==> config.mk <==
export PLATFORM = sky130hd
export DESIGN_NAME = shift_sequencer
export DESIGN_NICKNAME = d
export VERILOG_FILES = /design/src/rtl/alu_pkg.sv /design/src/rtl/shift_step.sv /design/src/rtl/shift_sequencer.sv
export SDC_FILE = /design/constraint.sdc
export NUM_CORES = 1
export LEC_CHECK = 0
export CORE_MARGIN = 2
export CORE_UTILIZATION = 55
export DETAILED_ROUTE_END_ITERATION = 10
export DONT_BUFFER_PORTS = 1
export GPL_TIMING_DRIVEN = 0
export MAX_ROUTING_LAYER = met4
export PLACE_DENSITY_LB_ADDON = 0.12
export SKIP_CTS_REPAIR_TIMING = 1
export SLEW_MARGIN = 30
export SYNTH_ARGS = -nofsm -noshare
export SYNTH_HDL_FRONTEND = slang
export SYNTH_HIERARCHICAL = 1
export SYNTH_SLANG_ARGS = --single-unit
==> constraint.sdc <==
create_clock -name clk -period 4.6 [get_ports clk]
set_input_delay 0.69 -clock clk [delete_from_list [all_inputs] [get_ports clk]]
set_output_delay 0.69 -clock clk [all_outputs]
set_load 0.02 [all_outputs]
==> src/rtl/alu_pkg.sv <==
// rtl/alu_pkg.sv - shared shift-op and sequencer state encodings
package alu_pkg;

  typedef enum logic [1:0] {
    SHIFT_LSL = 2'b00,
    SHIFT_LSR = 2'b01,
    SHIFT_ASR = 2'b10,
    SHIFT_ROL = 2'b11
  } shift_op_e;

  typedef enum logic [1:0] {
    ST_IDLE  = 2'b00,
    ST_SHIFT = 2'b01,
    ST_DONE  = 2'b10
  } seq_state_e;

endpackage

==> src/rtl/shift_step.sv <==
// rtl/shift_step.sv - combinational single-bit shift/rotate step
// out_bit is the bit that leaves the word on this step.
module shift_step
  import alu_pkg::*;
#(
  parameter int DATA_W = 8
) (
  input  logic [DATA_W-1:0] x,
  input  shift_op_e         op,
  output logic [DATA_W-1:0] y,
  output logic              out_bit
);

  always_comb begin
    y       = x;
    out_bit = 1'b0;
    unique case (op)
      SHIFT_LSL: begin
        y       = {x[DATA_W-2:0], 1'b0};
        out_bit = x[DATA_W-1];
      end
      SHIFT_LSR: begin
        y       = {1'b0, x[DATA_W-1:1]};
        out_bit = x[0];
      end
      SHIFT_ASR: begin
        y       = {x[DATA_W-1], x[DATA_W-1:1]};
        out_bit = x[0];
      end
      SHIFT_ROL: begin
        y       = {x[DATA_W-2:0], x[DATA_W-1]};
        out_bit = x[DATA_W-1];
      end
    endcase
  end

endmodule

==> src/rtl/shift_sequencer.sv <==
// rtl/shift_sequencer.sv - multi-cycle shifter, one bit per cycle, IDLE/SHIFT/DONE FSM
// Optional carry output enabled by macro SHIFT_SEQUENCER_CARRY_EN.
module shift_sequencer
  import alu_pkg::*;
#(
  parameter int DATA_W = 8,
  parameter int CNT_W  = 3
) (
  input  logic              clk,
  input  logic              rst,
  input  logic              start,
  input  logic [1:0]        op,
  input  logic [CNT_W-1:0]  count,
  input  logic [DATA_W-1:0] data_in,
  output logic              ready,
  output logic              done,
  output logic [DATA_W-1:0] result
`ifdef SHIFT_SEQUENCER_CARRY_EN
  ,
  output logic              carry
`endif
);

  seq_state_e        state_q, state_d;
  shift_op_e         op_q, op_d;
  logic [CNT_W-1:0]  cnt_q, cnt_d;
  logic [DATA_W-1:0] x_q, x_d;
  logic [DATA_W-1:0] step_y;

`ifdef SHIFT_SEQUENCER_CARRY_EN
  logic carry_q, carry_d;
  logic step_out;
`else
  logic step_out_unused;
`endif

  shift_step #(.DATA_W(DATA_W)) u_step (
    .x       (x_q),
    .op      (op_q),
    .y       (step_y),
`ifdef SHIFT_SEQUENCER_CARRY_EN
    .out_bit (step_out)
`else
    .out_bit (step_out_unused)
`endif
  );

  always_comb begin
    state_d = state_q;
    op_d    = op_q;
    cnt_d   = cnt_q;
    x_d     = x_q;
`ifdef SHIFT_SEQUENCER_CARRY_EN
    carry_d = carry_q;
`endif
    unique case (state_q)
      ST_IDLE: begin
        if (start) begin
          op_d    = shift_op_e'(op);
          cnt_d   = count;
          x_d     = data_in;
`ifdef SHIFT_SEQUENCER_CARRY_EN
          carry_d = 1'b0;
`endif
          state_d = (count == '0) ? ST_DONE : ST_SHIFT;
        end
      end
      ST_SHIFT: begin
        x_d   = step_y;
        cnt_d = cnt_q - CNT_W'(1);
`ifdef SHIFT_SEQUENCER_CARRY_EN
        carry_d = step_out;
`endif
        if (cnt_q == CNT_W'(1)) state_d = ST_DONE;
      end
      ST_DONE: state_d = ST_IDLE;
      default: state_d = ST_IDLE;
    endcase
  end

  always_ff @(posedge clk or posedge rst) begin
    if (rst) begin
      state_q <= ST_IDLE;
      op_q    <= SHIFT_LSL;
      cnt_q   <= '0;
      x_q     <= '0;
`ifdef SHIFT_SEQUENCER_CARRY_EN
      carry_q <= 1'b0;
`endif
    end else begin
      state_q <= state_d;
      op_q    <= op_d;
      cnt_q   <= cnt_d;
      x_q     <= x_d;
`ifdef SHIFT_SEQUENCER_CARRY_EN
      carry_q <= carry_d;
`endif
    end
  end

  assign ready  = (state_q == ST_IDLE);
  assign done   = (state_q == ST_DONE);
  assign result = x_q;
`ifdef SHIFT_SEQUENCER_CARRY_EN
  assign carry  = carry_q;
`endif

endmodule

# Word-level counts from Yosys, hierarchy flattened
# Index checks and enable logic that the tools add are counted.
# word_totals
out_inout_bits	10
regBits	15
# classes
n_eq_ne	9
mux	9
reduce_logical	8
add_sub_neg	1
# ops
cell	count
8-bit case mux with 4 select lines	1
8-bit case mux with 2 select lines	1
8-bit two-way mux	1
2-bit equality test (second input constant)	3
2-bit two-way mux	3
2-bit != test (second input constant)	3
3-bit case mux with 2 select lines	1
2-bit AND reduction	3
2-bit by 1-bit equality test with 1-bit output (second input constant)	2
2-bit zero test	2
2-bit case mux with 2 select lines	1
3-bit by 1-bit equality test with 1-bit output (second input constant)	1
3-bit zero test	1
3-bit two-way mux	1
3-bit AND reduction	1
3-bit by 1-bit subtractor with 3-bit output (second input constant)	1
2-bit nonzero test	1

# Longest topological paths before layout
# Gate-level depths: netlist of run 1.
# depth
ltp_word	4
mapped_depth	7
depth_no_buf	6

# Modules after synthesis
# The synthesis of run 1 kept the hierarchy.
# modules_own_cells
mod	area_per_inst_um2	instances	seq_area_each_um2	cells_per_inst
shift_sequencer	847.1	1	375.4	88
shift_step	180.2	1	0.0	21

# Worst setup path before layout of run 1
# No wires, ideal clock.
# synth_path
path_kind	flip-flop to output port
startpoint	reg state_q[1]
endpoint	out done
path_slack_ns	2.921
t_arrival_ns	0.989
path_stages_with_launch	4
path_cell_list	dfrtp_1 -> buf_4 -> buf_2 -> nor2b_1
# synth_between
elab_chain_cells	1
# synth_rtl
element	line	source
start, declared	shift_sequencer.sv:24	seq_state_e state_q, state_d;
start signal, assigned	shift_sequencer.sv:91	state_q <= state_d;
2-bit equality test	shift_sequencer.sv:102	assign done = (state_q == ST_DONE);
end, declared	shift_sequencer.sv:16	output logic done,
# Every way passes these cells.

# Worst setup path after layout of run 1
# Ends and elaborated chain as after synthesis.

==> impl_metrics.ini, run 1 <==
[timing]
fmax_ghz = 0.475
final_min_period_over_clock_period_pct = 45.8
timing.final.max_slew_violations = 0
clock_skew_ps = 7.27
number_of_setup_violations_in_the_final_report = 0
unrepaired_setup_endpoints_after_global_routing = false
setup_total_negative_slack_ps = 0
holdWs_ps = 342
timing.final.crit_period_ps = 2110
max-slew-margin-rel_pct = 60.8
hold_viol = 0
timing_worst_slew_pin_value_ps = 587

[finish]
final_layout_size_suffix_gt1_share_pct = 16.1
n_antenna_cell = 0
design.final.nets = 135
areaGrowthSynthToFinish_pct = 5.67

[run]
cap_viol_max_count = 0

[power_and_ir_drop]
total_power_divided_by_cell_area_mw_per_mm2 = 703
leakage_nw = 0.498
ir_drop_uv = 354

[worst_setup_path]
max_fo_critical_path = 10
startpoint = state_q[1]
timing.critical_path.to_type = primary output
start_kind = flop
worst_path_max_delay_cell = nor2b_1
crit_path_cell_trace = buf_4, buf_2, nor2b_1
crit_type = reg -> out
cp.required_ps = 3910
crit_path_max_incr_delay_ps = 390
worstReg2RegStart = op_q[0]
worst-endpoint-arrival_ps = 1420

[drt]
viasPerCell = 5.93
drt-initial-drc-count = 13
route.antenna.remaining_nets = 0
drt_pre_antenna_iters = 4
drt_total_wl_mm = 2.16
via_count = 813
routed_wire_length_per_instance_um = 15.8
drt_drc_violations_left = 0

[hold_path]
hold_class = in -> async

[grt]
total_grt_overflow = 0
grt_antenna_before_repair = 0
grt_first_pass_wirelength_mm = 3.39
grt_start_max_net_pins = 16
grt_usage_pct = 22.6
grt_pass1_vias = 747

[floorplanning]
chipHeight_um = 47.0
floorplan.die.width_um = 47.0
fp.dieArea_sq_mm = 0.00221
initial_core_util_pct = 58.8
io_pins = 26
design.core.area_sq_mm = 0.00173
rows = 15

[cts]
cts_htree_levels = 1
path_clk_slew_ps = 100
clk_root_buffer_cell = clkbuf_4
clock_latency_ps = 280
cts_tree = yes
cts_buffer_depth = 2
numClockSinks = 15
cts_made_buffers = 3

[logic_synthesis]
synth.cell_area_sq_mm = 0.00102
ys.warnings.count = 6
post_synthesis_area_per_instance_sq_um = 9.41
synth.net_count = 130
post_synth_inst_count = 108

[placement]
detailedPlacementHpwl_mm = 1.59
io_buffers = 0
gp_congestion = 0.761

[run_status]
outcome = finished clean
cell type report:
| cell class | instances | area (sq um) |
|---|---|---|
| multi-input combinational | 78 | 562 |
| tap | 25 | 31.3 |
| fill | 156 | 653 |
| inverter | 9 | 33.8 |
| buffer | 6 | 45.0 |
| sequential | 15 | 375 |
| clock buffer | 4 | 26.3 |
metal layers:
layer	vias to the layer above	global-route usage (%)	part of all wire [%]
li1	395	-	-
met1	381	30.9	47
met2	33	34.0	46
met3	4	5.38	6.6
met4	0	5.00	0.65
met5	-	-	0
through the flow:
step                util [%]  instances  setup WS [ps]  power (mW)  cell area, sq um
finish                  62.2        137           2490       0.755              1070
global route            62.2        137           2420       0.816              1070
global placement        60.7        133           2810       0.664              1050
detailed placement      60.7        133           2800       0.678              1050
floorplan                  -        108           2920       0.597              1020
CTS                     62.2        137           2480       0.757              1070
placed cells by master, fill, tap and decap left out, types with 2 or more instances in the layout:
master	instances
and3b_1	4
buf_6	2
nor2b_1	7
a22oi_1	5
o21ai_0	9
nor2_1	2
ha_1	6
clkbuf_4	3
buf_2	3
mux2_4	2
a21oi_1	14
o21ai_1	3
inv_1	9
a22o_1	3
a22o_2	3
dfrtp_1	15
nand2_1	5
worst max-delay path: cells and delay by family, from the launching register on:
family / cells / cell delay, ps
buffers and inverters: 2 / 400
DFF: 1 / 340
and+or+nand+nor: 1 / 390
final timing paths:
check                             end  slack (ps)  depth (start not counted)
max                              done        2490                          3
min                        state_q[0]         340                          1
max reg2reg                 result[7]        2950                          7
min reg2reg                  cnt_q[1]         560                          2
max in group asynchronous   result[7]        3870                          1
min in group clk              op_q[0]         550                          1
state kept, by name, indices dropped and copies added, names as in the netlist:
register  flops
op_q          2
result        8
cnt_q         3
state_q       2
report_power, final:
part | internal [mW] | switching, mW | total, mW
sequential | 0.189 | 0.0963 | 0.286
combinational | 0.189 | 0.202 | 0.391
clock | 0.0336 | 0.0445 | 0.0782
No activity file was read; power rests on OpenSTA's default activity.
==> run 2, diff against run 1 <==
- clock period: 4.6 -> 2.01 ns (I/O delays scaled with it)
==> run 2 against run 1 <==
  * Worst hold slack worse by 180 ps
  * Utilization increased by 0.58 points
  * Sequential power rose by 130%
  * Register-to-register slack worse by 2600 ps
  * Clock skew down 2.2 ps
  * Routed wire length increased by 1.8%
  * Cell area increased by 0.93%
  * Combinational power up 130%
  * Global-route usage did not move
  * Power rose by 130%
  * Sequential share of layout area decreased by 0.32 points
==> impl_metrics.ini, run 2 (same netlist as run 1, synthesis figures left out) <==
[run_status]
outcome = finished clean

[timing]
timing_worst_slew_pin_value_ps = 582
finalWorstSetupSlack_ps = 292
fmax_ghz = 0.582
final_min_period_over_clock_period_pct = 85.5
number_of_setup_violations_in_the_final_report = 0
setup_total_negative_slack_ps = 0
clock_skew_ps = 5.08
timing.final.max_slew_violations = 0
unrepaired_setup_endpoints_after_global_routing = false
max-slew-margin-rel_pct = 61.1
hold_viol = 0
timing.final.crit_period_ps = 1720

[grt]
total_grt_overflow = 0
grt_start_max_net_pins = 16
grt_first_pass_wirelength_mm = 3.39
grt_antenna_before_repair = 0
grt_usage_pct = 22.6
grt_pass1_vias = 747

[drt]
route.antenna.remaining_nets = 0
drt_drc_violations_left = 0
via_count = 815
drt_pre_antenna_iters = 4
drt_total_wl_mm = 2.20
routed_wire_length_per_instance_um = 15.9
viasPerCell = 5.91
drt-initial-drc-count = 23

[finish]
final_layout_size_suffix_gt1_share_pct = 15.9
layout.cells.most_common_list = 15 x dfrtp_1, 14 x a21oi_1, 9 x o21ai_0, 9 x inv_1, 7 x nor2b_1
n_antenna_cell = 0
areaGrowthSynthToFinish_pct = 6.65
largest_reg_flops = 8
mostFrequentLayoutCell = dfrtp_1
fillCellCount = 155
design.final.nets = 136

[worst_setup_path]
max_fo_critical_path = 10
worst_path_depth = 3
timing.critical_path.to_type = primary output
worst_path_max_delay_cell = nor2b_1
crit_type = reg -> out
crit_path_cell_trace = buf_4, buf_2, nor2b_1
rr_worst_depth = 7
crit_path_max_incr_delay_ps = 390
sum_of_buffers_and_inverters_on_the_critical_path = 2
worst-endpoint-arrival_ps = 1420
cp.required_ps = 1710
start_kind = flop
timing.critical_path.max_delay_family = buffers and inverters

[cts]
cts_made_buffers = 3
clock_latency_ps = 280
numClockSinks = 15
cts_buffer_depth = 2
cts_htree_levels = 1
path_clk_slew_ps = 100
clk_root_buffer_cell = clkbuf_4
cts_tree = yes

[run]
cap_viol_max_count = 0

[placement]
pre_cts_ws_ps = 361
io_buffers = 0
gp_congestion = 0.761
detailedPlacementHpwl_mm = 1.59

[hold_path]
hold_class = in -> reg
timing.hold.worst_path_depth = 1

[floorplanning]
fp.dieArea_sq_mm = 0.00221
chipHeight_um = 47.0
initial_core_util_pct = 58.8
rows = 15
design.core.area_sq_mm = 0.00173
io_pins = 26
floorplan.die.width_um = 47.0

[power_and_ir_drop]
total_power_divided_by_cell_area_mw_per_mm2 = 1600
ir_drop_uv = 817
leakage_nw = 0.503
==> run 2: cell types whose count changed in the layout (fill, tap and decap cells not counted), sizes merged <==
cell | previous run | this run
dlygate4sd3 | 0 | 1
==> run 2: where the power goes <==
group	switching (mW)	internal, mW
Clock	0.0986	0.0769
Combinational	0.465	0.434
Sequential	0.221	0.434
Total	0.785	0.944
==> run 2: area by class of cell <==
class	count	area [sq um]	area share (%)
flip-flops and latches	15	375	34.6
inverters	9	33.8	3.12
well taps	25	31.3	2.89
repair buffers	1	10.0	0.924
multi-input cells	78	562	51.8
clock buffers	4	26.3	2.42
plain buffers	6	45.0	4.16
==> run 2: routing by layer <==
metal	wire, um	track usage, %	vias up
li1	-	-	395
met1	1040	30.9	388
met2	1010	34.0	30
met3	134	5.38	2
met4	13	5.00	0
met5	0	-	-
==> run 2: worst register-to-register path, delay by kind of cell (launching register included) <==
| kind | cells | cell delay [ps] |
|---|---|---|
| AO/OA/AOI/OAI | 3 | 480 |
| flip-flops | 1 | 410 |
| buffers and inverters | 2 | 210 |
| AND/OR/NAND/NOR | 1 | 220 |
| adder cells (fa/ha/maj) | 1 | 230 |
==> run 2: through the flow <==
stage	cell area (sq um)	utilization (%)	hold slack (ps)	instances	total power [mW]
floorplan	1020	-	203	108	1.37
global placement	1050	60.7	290	133	1.52
detailed placement	1050	60.7	289	133	1.55
CTS	1070	62.2	-24.4	137	1.73
global route	1080	62.8	145	138	1.87
finish	1080	62.8	166	138	1.73
==> run 2: worst paths after layout <==
check / startpoint / to / slack [ps]
worst max-delay path: state_q[1] / done / 290
worst min-delay path: op[0] / op_q[0] / 170
worst max register to register: op_q[0] / result[3] / 350
worst min register to register: cnt_q[1] / cnt_q[1] / 560
max in group asynchronous: rst / result[7] / 1110
min in group asynchronous: rst / state_q[0] / 510
